[config.mk]
export PLATFORM = sky130hd
export DESIGN_NAME = data_memory_ctrl
export DESIGN_NICKNAME = d
export VERILOG_FILES = /design/src/rtl/data_memory_ctrl.sv
export SDC_FILE = /design/constraint.sdc
export NUM_CORES = 2
export LEC_CHECK = 0
export CAP_MARGIN = 20
export CORE_MARGIN = 5
export CORE_UTILIZATION = 30
export CTS_CLUSTER_DIAMETER = 50
export DETAILED_ROUTE_END_ITERATION = 8
export DONT_BUFFER_PORTS = 1
export PLACE_DENSITY = 0.54
export SKIP_CTS_REPAIR_TIMING = 1
export SLEW_MARGIN = 20
export SYNTH_ARGS = -nofsm -noshare
export SYNTH_HDL_FRONTEND = slang
export SYNTH_SLANG_ARGS = --single-unit
[constraint.sdc]
create_clock -name CC_DATAMEMORY_CLOCK_50 -period 11.2 [get_ports CC_DATAMEMORY_CLOCK_50]
set_clock_uncertainty 0.1 [all_clocks]
set_input_delay 1.68 -clock CC_DATAMEMORY_CLOCK_50 [delete_from_list [all_inputs] [get_ports CC_DATAMEMORY_CLOCK_50]]
set_output_delay 1.68 -clock CC_DATAMEMORY_CLOCK_50 [all_outputs]
set_load 0.01 [all_outputs]
[src/rtl/data_memory_ctrl.sv]
// Data memory controller: 3-state IDLE/ACCESS/DONE load/store engine in front of a word-addressed RAM.
// Optional macro DATA_MEMORY_CTRL_ALIGN_CHECK_EN flags misaligned addresses as errors.
module data_memory_ctrl #(
    parameter int DATAWIDTH_BUS = 32,
    parameter int DEPTH_LOG2    = 6
) (
    input  logic                     CC_DATAMEMORY_CLOCK_50,
    input  logic                     CC_DATAMEMORY_RESET_InHigh,
    input  logic                     CC_DataMemory_Read_In,
    input  logic                     CC_DataMemory_Write_In,
    input  logic [DATAWIDTH_BUS-1:0] CC_DataMemory_Address_In,
    input  logic [DATAWIDTH_BUS-1:0] CC_DataMemory_Data_Bus_In,
    output logic [DATAWIDTH_BUS-1:0] CC_DataMemory_Data_Bus_Out,
    output logic                     CC_DataMemory_Selector_Out,
    output logic                     CC_DataMemory_Busy_Out,
    output logic                     CC_DataMemory_Done_Out,
    output logic                     CC_DataMemory_Error_Out
);
    localparam int DEPTH = 1 << DEPTH_LOG2;

    typedef enum logic [1:0] {IDLE, ACCESS, DONE} state_t;

    logic                     clk;
    logic                     srst;
    logic                     rd_req;
    logic                     wr_req;
    logic                     misaligned;
    logic                     mem_we;
    logic                     unused_addr_bits;

    state_t                   state_reg;
    logic [DEPTH_LOG2-1:0]    index_reg;
    logic [DATAWIDTH_BUS-1:0] wdata_reg;
    logic                     load_reg;
    logic                     store_reg;
    logic                     fault_reg;
    logic [DATAWIDTH_BUS-1:0] rdata_reg;
    logic                     sel_reg;
    logic                     busy_reg;
    logic                     done_reg;
    logic                     error_reg;

    logic [DATAWIDTH_BUS-1:0] mem [0:DEPTH-1];

    assign clk    = CC_DATAMEMORY_CLOCK_50;
    assign srst   = CC_DATAMEMORY_RESET_InHigh;
    assign rd_req = CC_DataMemory_Read_In;
    assign wr_req = CC_DataMemory_Write_In;

`ifdef DATA_MEMORY_CTRL_ALIGN_CHECK_EN
    assign misaligned = |CC_DataMemory_Address_In[1:0];
`else
    assign misaligned = 1'b0;
`endif

    // Upper address bits fold onto the RAM (wrap), and the byte offset is dropped.
    assign unused_addr_bits = ^{CC_DataMemory_Address_In[DATAWIDTH_BUS-1:DEPTH_LOG2+2],
                                CC_DataMemory_Address_In[1:0]};

    // Write commits on the edge leaving ACCESS; a reset on that edge aborts it.
    assign mem_we = (state_reg == ACCESS) && store_reg && !srst;

    always_ff @(posedge clk) begin
        if (mem_we) begin
            mem[index_reg] <= wdata_reg;
        end
    end

    always_ff @(posedge clk) begin
        if (srst) begin
            state_reg <= IDLE;
            index_reg <= '0;
            wdata_reg <= '0;
            load_reg  <= 1'b0;
            store_reg <= 1'b0;
            fault_reg <= 1'b0;
            rdata_reg <= '0;
            sel_reg   <= 1'b0;
            busy_reg  <= 1'b0;
            done_reg  <= 1'b0;
            error_reg <= 1'b0;
        end else begin
            case (state_reg)
                IDLE: begin
                    sel_reg   <= 1'b0;
                    done_reg  <= 1'b0;
                    error_reg <= 1'b0;
                    if (rd_req || wr_req) begin
                        state_reg <= ACCESS;
                        busy_reg  <= 1'b1;
                        index_reg <= CC_DataMemory_Address_In[DEPTH_LOG2+1:2];
                        wdata_reg <= CC_DataMemory_Data_Bus_In;
                        load_reg  <= rd_req && !wr_req && !misaligned;
                        store_reg <= wr_req && !rd_req && !misaligned;
                        fault_reg <= (rd_req && wr_req) || misaligned;
                    end
                end
                ACCESS: begin
                    state_reg <= DONE;
                    done_reg  <= 1'b1;
                    error_reg <= fault_reg;
                    sel_reg   <= load_reg;
                    if (load_reg) begin
                        rdata_reg <= mem[index_reg];
                    end
                end
                DONE: begin
                    state_reg <= IDLE;
                    busy_reg  <= 1'b0;
                    done_reg  <= 1'b0;
                    error_reg <= 1'b0;
                    sel_reg   <= 1'b0;
                end
                default: begin
                    state_reg <= IDLE;
                    busy_reg  <= 1'b0;
                    done_reg  <= 1'b0;
                    error_reg <= 1'b0;
                    sel_reg   <= 1'b0;
                end
            endcase
        end
    end

    assign CC_DataMemory_Data_Bus_Out = rdata_reg;
    assign CC_DataMemory_Selector_Out = sel_reg;
    assign CC_DataMemory_Busy_Out     = busy_reg;
    assign CC_DataMemory_Done_Out     = done_reg;
    assign CC_DataMemory_Error_Out    = error_reg;

endmodule

* Word-level counts from Yosys, hierarchy flattened
Memories as Yosys holds them, arrays and structs flattened. A register that Yosys moved wholly into a read port is not among the register bits. Index checks and enable logic that the tools add are counted.
Storage, ports and cells: input port bits 68, memories kept 1, logic and storage cells 35, memory bits (writable) 2048, output and inout bits 36, bits in registers 47
Operators by class: multiplexer cells 7, reductions and logical operators 14, bitwise operators 1, equality and inequality tests 2
Memory list:
- mem | depth 64, bits a word 32, rd ports 1, clocked after Yosys merged registers in 1, wr ports 1, line 43 | logic [DATAWIDTH_BUS-1:0] mem [0:DEPTH-1];
Operators with widths (number):
- $reduce_and 2->1 | 3
- $logic_and 1x1->1 | 5
- $mux 1 | 4
- $pmux 2 s2 | 1
- $logic_not 1->1 | 3
- $eq 2x1->1 const B | 1
- $logic_not 2->1 | 1
- $mux 2 | 1
- $ne 2x2->1 const B | 1
- $pmux 1 s2 | 1
- $reduce_or 2->1 | 1
- $logic_or 1x1->1 | 1
- $not 1->1 | 1

* Logic depth before layout (Yosys ltp)
word-level depth 5, depth in mapped cells 10, depth with buffers taken out 5

* Worst setup path after synthesis
OpenSTA, ideal clock, no wires.
path type input to register, start input CC_DATAMEMORY_RESET_InHigh, end memory mem[14][0], enable pin, stages 6, setup time 0.421 ns, data required time 10.679 ns, data arrival time 3.983 ns, setup slack 6.696 ns, path buffers 1, path through clkbuf_1 nor3b_1 nand2_1 nor2_1 nand3_1 nor2_1
On the way: cells in the longest elaborated chain, start to end 4
RTL lines:
- start, declared | line 8 | input logic CC_DATAMEMORY_RESET_InHigh,
- $logic_not 1->1 | line 61 | assign mem_we = (state_reg == ACCESS) && store_reg && !srst;
- $logic_and 1x1->1 | line 61
- $mux 1 | line 64 | if (mem_we) begin
- $mux 1 (not written as such) | line 65 | mem[index_reg] <= wdata_reg;
- end, declared | line 43
Every way passes these cells.

==> impl_metrics.py <==
metrics = {
    "worst_setup_path": {
        "r2r_slack_ns": 6.10,
        "r2r_end": "CC_DataMemory_Data_Bus_Out[20]",
        "critPathCapture": "CC_DataMemory_Data_Bus_Out[20]",
        "cpMostUsedCell": "buf_12",
        "cp-start-kind": "register",
        "crit_required_ns": 11.82,
        "reg2reg_depth": 8,
        "r2r-start": "index_reg[0]",
        "path_cells": "buf_12 -> buf_12 -> buf_4 -> mux2i_1 -> o22ai_1 -> o21ai_0 -> o2111ai_1 -> o31a_1",
        "crit_fanout": 126,
        "cp-end-kind": "register",
        "max_stage_delay_ns": 0.91,
        "worst_path_max_delay_cell": "buf_4",
        "path_class": "register to register",
        "arrival_ns": 5.73,
        "crit_start": "index_reg[0]",
    },
    "global_route": {
        "gr-total-overflow": 0,
        "grt_pass1_vias": 40724,
        "grt_use_total": 0.1522,
        "grt_pass1_wl_mm": 307.9,
        "grt_antenna_before_repair": 6,
        "grt_max_degree": 127,
    },
    "routing": {
        "ant_nets": 0,
        "drcViolationCount": 0,
        "routed_via_density": 4.983,
        "first_iter_violations": 3517,
        "dr.pass1.iters": 5,
        "num_vias": 39552,
        "wl_per_cell_um": 27.44,
        "drt-total-wl_mm": 217.8,
    },
    "synthesis": {
        "postSynth.asyncResetShare": 0,
        "syn_nets": 4137,
        "yosysUniqueCellTypes": 46,
        "yosys_warnings": 0,
        "yosys_most_used_dff": "edfxtp_1",
        "synth_common_cells": "2048 x edfxtp_1, 436 x mux2i_1, 290 x mux4_2",
        "netlist.area_leader.share": 0.7548,
        "synth_top_area_cell": "edfxtp_1",
        "synth-seq-cells": 2127,
        "synth_cells": 4069,
        "synth_area_leaders": "edfxtp_1 75%, mux4_2 8.0%, mux2i_1 5.4%, dfxtp_1 1.9%, mux2_2 1.7%",
        "yosysMostFrequentCell": "edfxtp_1",
        "syn_avg_cell_area_um2": 20.02,
        "syn_area_mm2": 0.08148,
        "synth_edf_count": 2048,
        "synth_seq_area_share": 0.7742,
    },
    "clock_tree": {
        "htree_levels": 4,
        "cts.sinks": 2127,
        "cts_buffers": 215,
        "cts_root_buf": "clkbuf_16",
        "insertion_delay_ns": 0.84,
        "tritoncts": "done",
        "clk_pin_slew_worst_paths_ns": 0.06,
        "clk_path_buf_depth": 3,
    },
    "place": {
        "place_ws_ns": 5.396,
        "hpwl_mm": 117.0,
        "place_congestion": 0.7481,
        "io_buffers": 0,
    },
    "timing": {
        "drv_slew": 0,
        "worst_pin_slew_ns": 1.238,
        "slew_headroom": 0.1745,
        "setup_violations": 0,
        "finalWorstSetupSlack_ns": 6.098,
        "hold_violations": 0,
        "fin_crit_ns": 5.102,
        "rsz0062_at_grt": "no",
        "clock.fmax_ghz": 0.1960,
        "fin_crit_sh": 0.4555,
        "finalSetupTns_ns": 0,
    },
    "floorplanning": {
        "start_util": 0.3012,
        "coreArea_mm2": 0.2705,
        "dieWidth_um": 531.2,
        "die-area_mm2": 0.2821,
        "die_y_um": 531.2,
        "ios": 104,
        "rows": 191,
    },
    "pwr": {
        "powerDensity_mw_per_mm2": 181.2,
        "leakagePower_nw": 27.70,
        "ir_worst_vdd_v": 0.0001607,
    },
    "final_layout": {
        "largest_reg_flops": 2048,
        "fillers": 25316,
        "multi_input_area_mm2": 0.01760,
        "nets": 4244,
        "seq_area_mm2": 0.06315,
        "area_growth_pct": 14.48,
        "drive_gt1_frac": 0.2209,
    },
    "outcome": {
        "status": "finished, final reports clean",
    },
    "job": {
        "maxCapViolations": 0,
    },
    "min_path": {
        "hp-class": "register to register",
    },
}
## how the worst min path moves through the flow
stage               slack [ns]           from  cells past startpoint                 endpoint
finish                    0.35   wdata_reg[5]                      2             wdata_reg[5]
global route              0.37   wdata_reg[5]                      2             wdata_reg[5]
CTS                       0.35  wdata_reg[10]                      2            wdata_reg[10]
detailed placement        0.35  wdata_reg[10]                      2            wdata_reg[10]
global placement          0.34  wdata_reg[10]                      2            wdata_reg[10]
floorplan                 0.33      fault_reg                      1  CC_DataMemory_Error_Out
## kinds of logic (layout without fill, tap and decap cells)
| family | after synthesis | after routing | synth area share |
|---|---|---|---|
| flops | 2127 | 2127 | 0.7742 |
| mux | 846 | 846 | 0.1503 |
| compound gates | 479 | 479 | 0.03831 |
| simple gates | 375 | 375 | 0.02081 |
| buf+inv | 242 | 537 | 0.01640 |
| other cells | 0 | 3 | 0 |
## final cells by class
type	count	share of cell area
diodes	3	0.00008048
well taps	3570	0.04789
repair buffers	132	0.01170
flip-flops and latches	2127	0.6770
multi-input cells	1700	0.1887
clock inverters	112	0.01201
clock buffers	293	0.06256
## metal layers
metal | wire (um) | track usage | up-vias
met2 | 108300 | 0.2597 | 1105
met4 | 6212 | 0.04557 | 0
met3 | 12500 | 0.02782 | 278
met1 | 90820 | 0.1981 | 21198
met5 | 0 | 0 | -
li1 | - | - | 16971
## power by group
group / switching (mW) / total [mW] / leakage (nW) / internal (mW)
Sequential: 0.0778 / 8.88 / 19.1 / 8.80
Combinational: 0.627 / 0.960 / 5.21 / 0.332
Clock: 3.02 / 7.07 / 3.39 / 4.05
## cells in the final DEF, fill, tap and decap left out, types with 12 or more instances in the layout
master | synthesis | layout
a2111oi_0 | 25 | 25
a211oi_1 | 54 | 54
a21oi_1 | 53 | 53
buf_4 | 49 | 124
bufinv_16 | 0 | 17
clkbuf_1 | 78 | 64
clkbuf_16 | 0 | 217
clkbuf_8 | 0 | 12
clkinv_1 | 0 | 39
clkinv_2 | 0 | 32
dfxtp_1 | 79 | 44
dfxtp_2 | 0 | 24
edfxtp_1 | 2048 | 2048
mux2_2 | 120 | 120
mux2i_1 | 436 | 436
mux4_2 | 290 | 290
nand2_1 | 95 | 94
nand4_1 | 15 | 15
nor2_1 | 165 | 98
nor2_4 | 0 | 65
nor2b_1 | 42 | 41
nor4_1 | 13 | 13
o21ai_0 | 69 | 69
o22ai_1 | 204 | 203
o31a_1 | 33 | 33
## through the flow
step	utilization	power [mW]	hold slack [ns]	std cells	instance area, um2
floorplan	-	9.650	0.3301	4069	81480
global placement	0.3189	10.01	0.3436	7528	86270
detailed placement	0.3190	10.02	0.3457	7529	86290
CTS	0.3447	17.07	0.3544	7934	93250
global route	0.3448	17.45	0.3668	7935	93270
finish	0.3448	16.91	0.3529	7937	93280
## worst max-delay path: cells and delay by family (launching register included)
kind | cells | cell delay, ns
AOI/OAI and AO/OA | 4 | 1.24
buffers and inverters | 3 | 2.03
DFF | 1 | 0.70
muxes | 1 | 0.28
(Power assumes the default switching activity.)
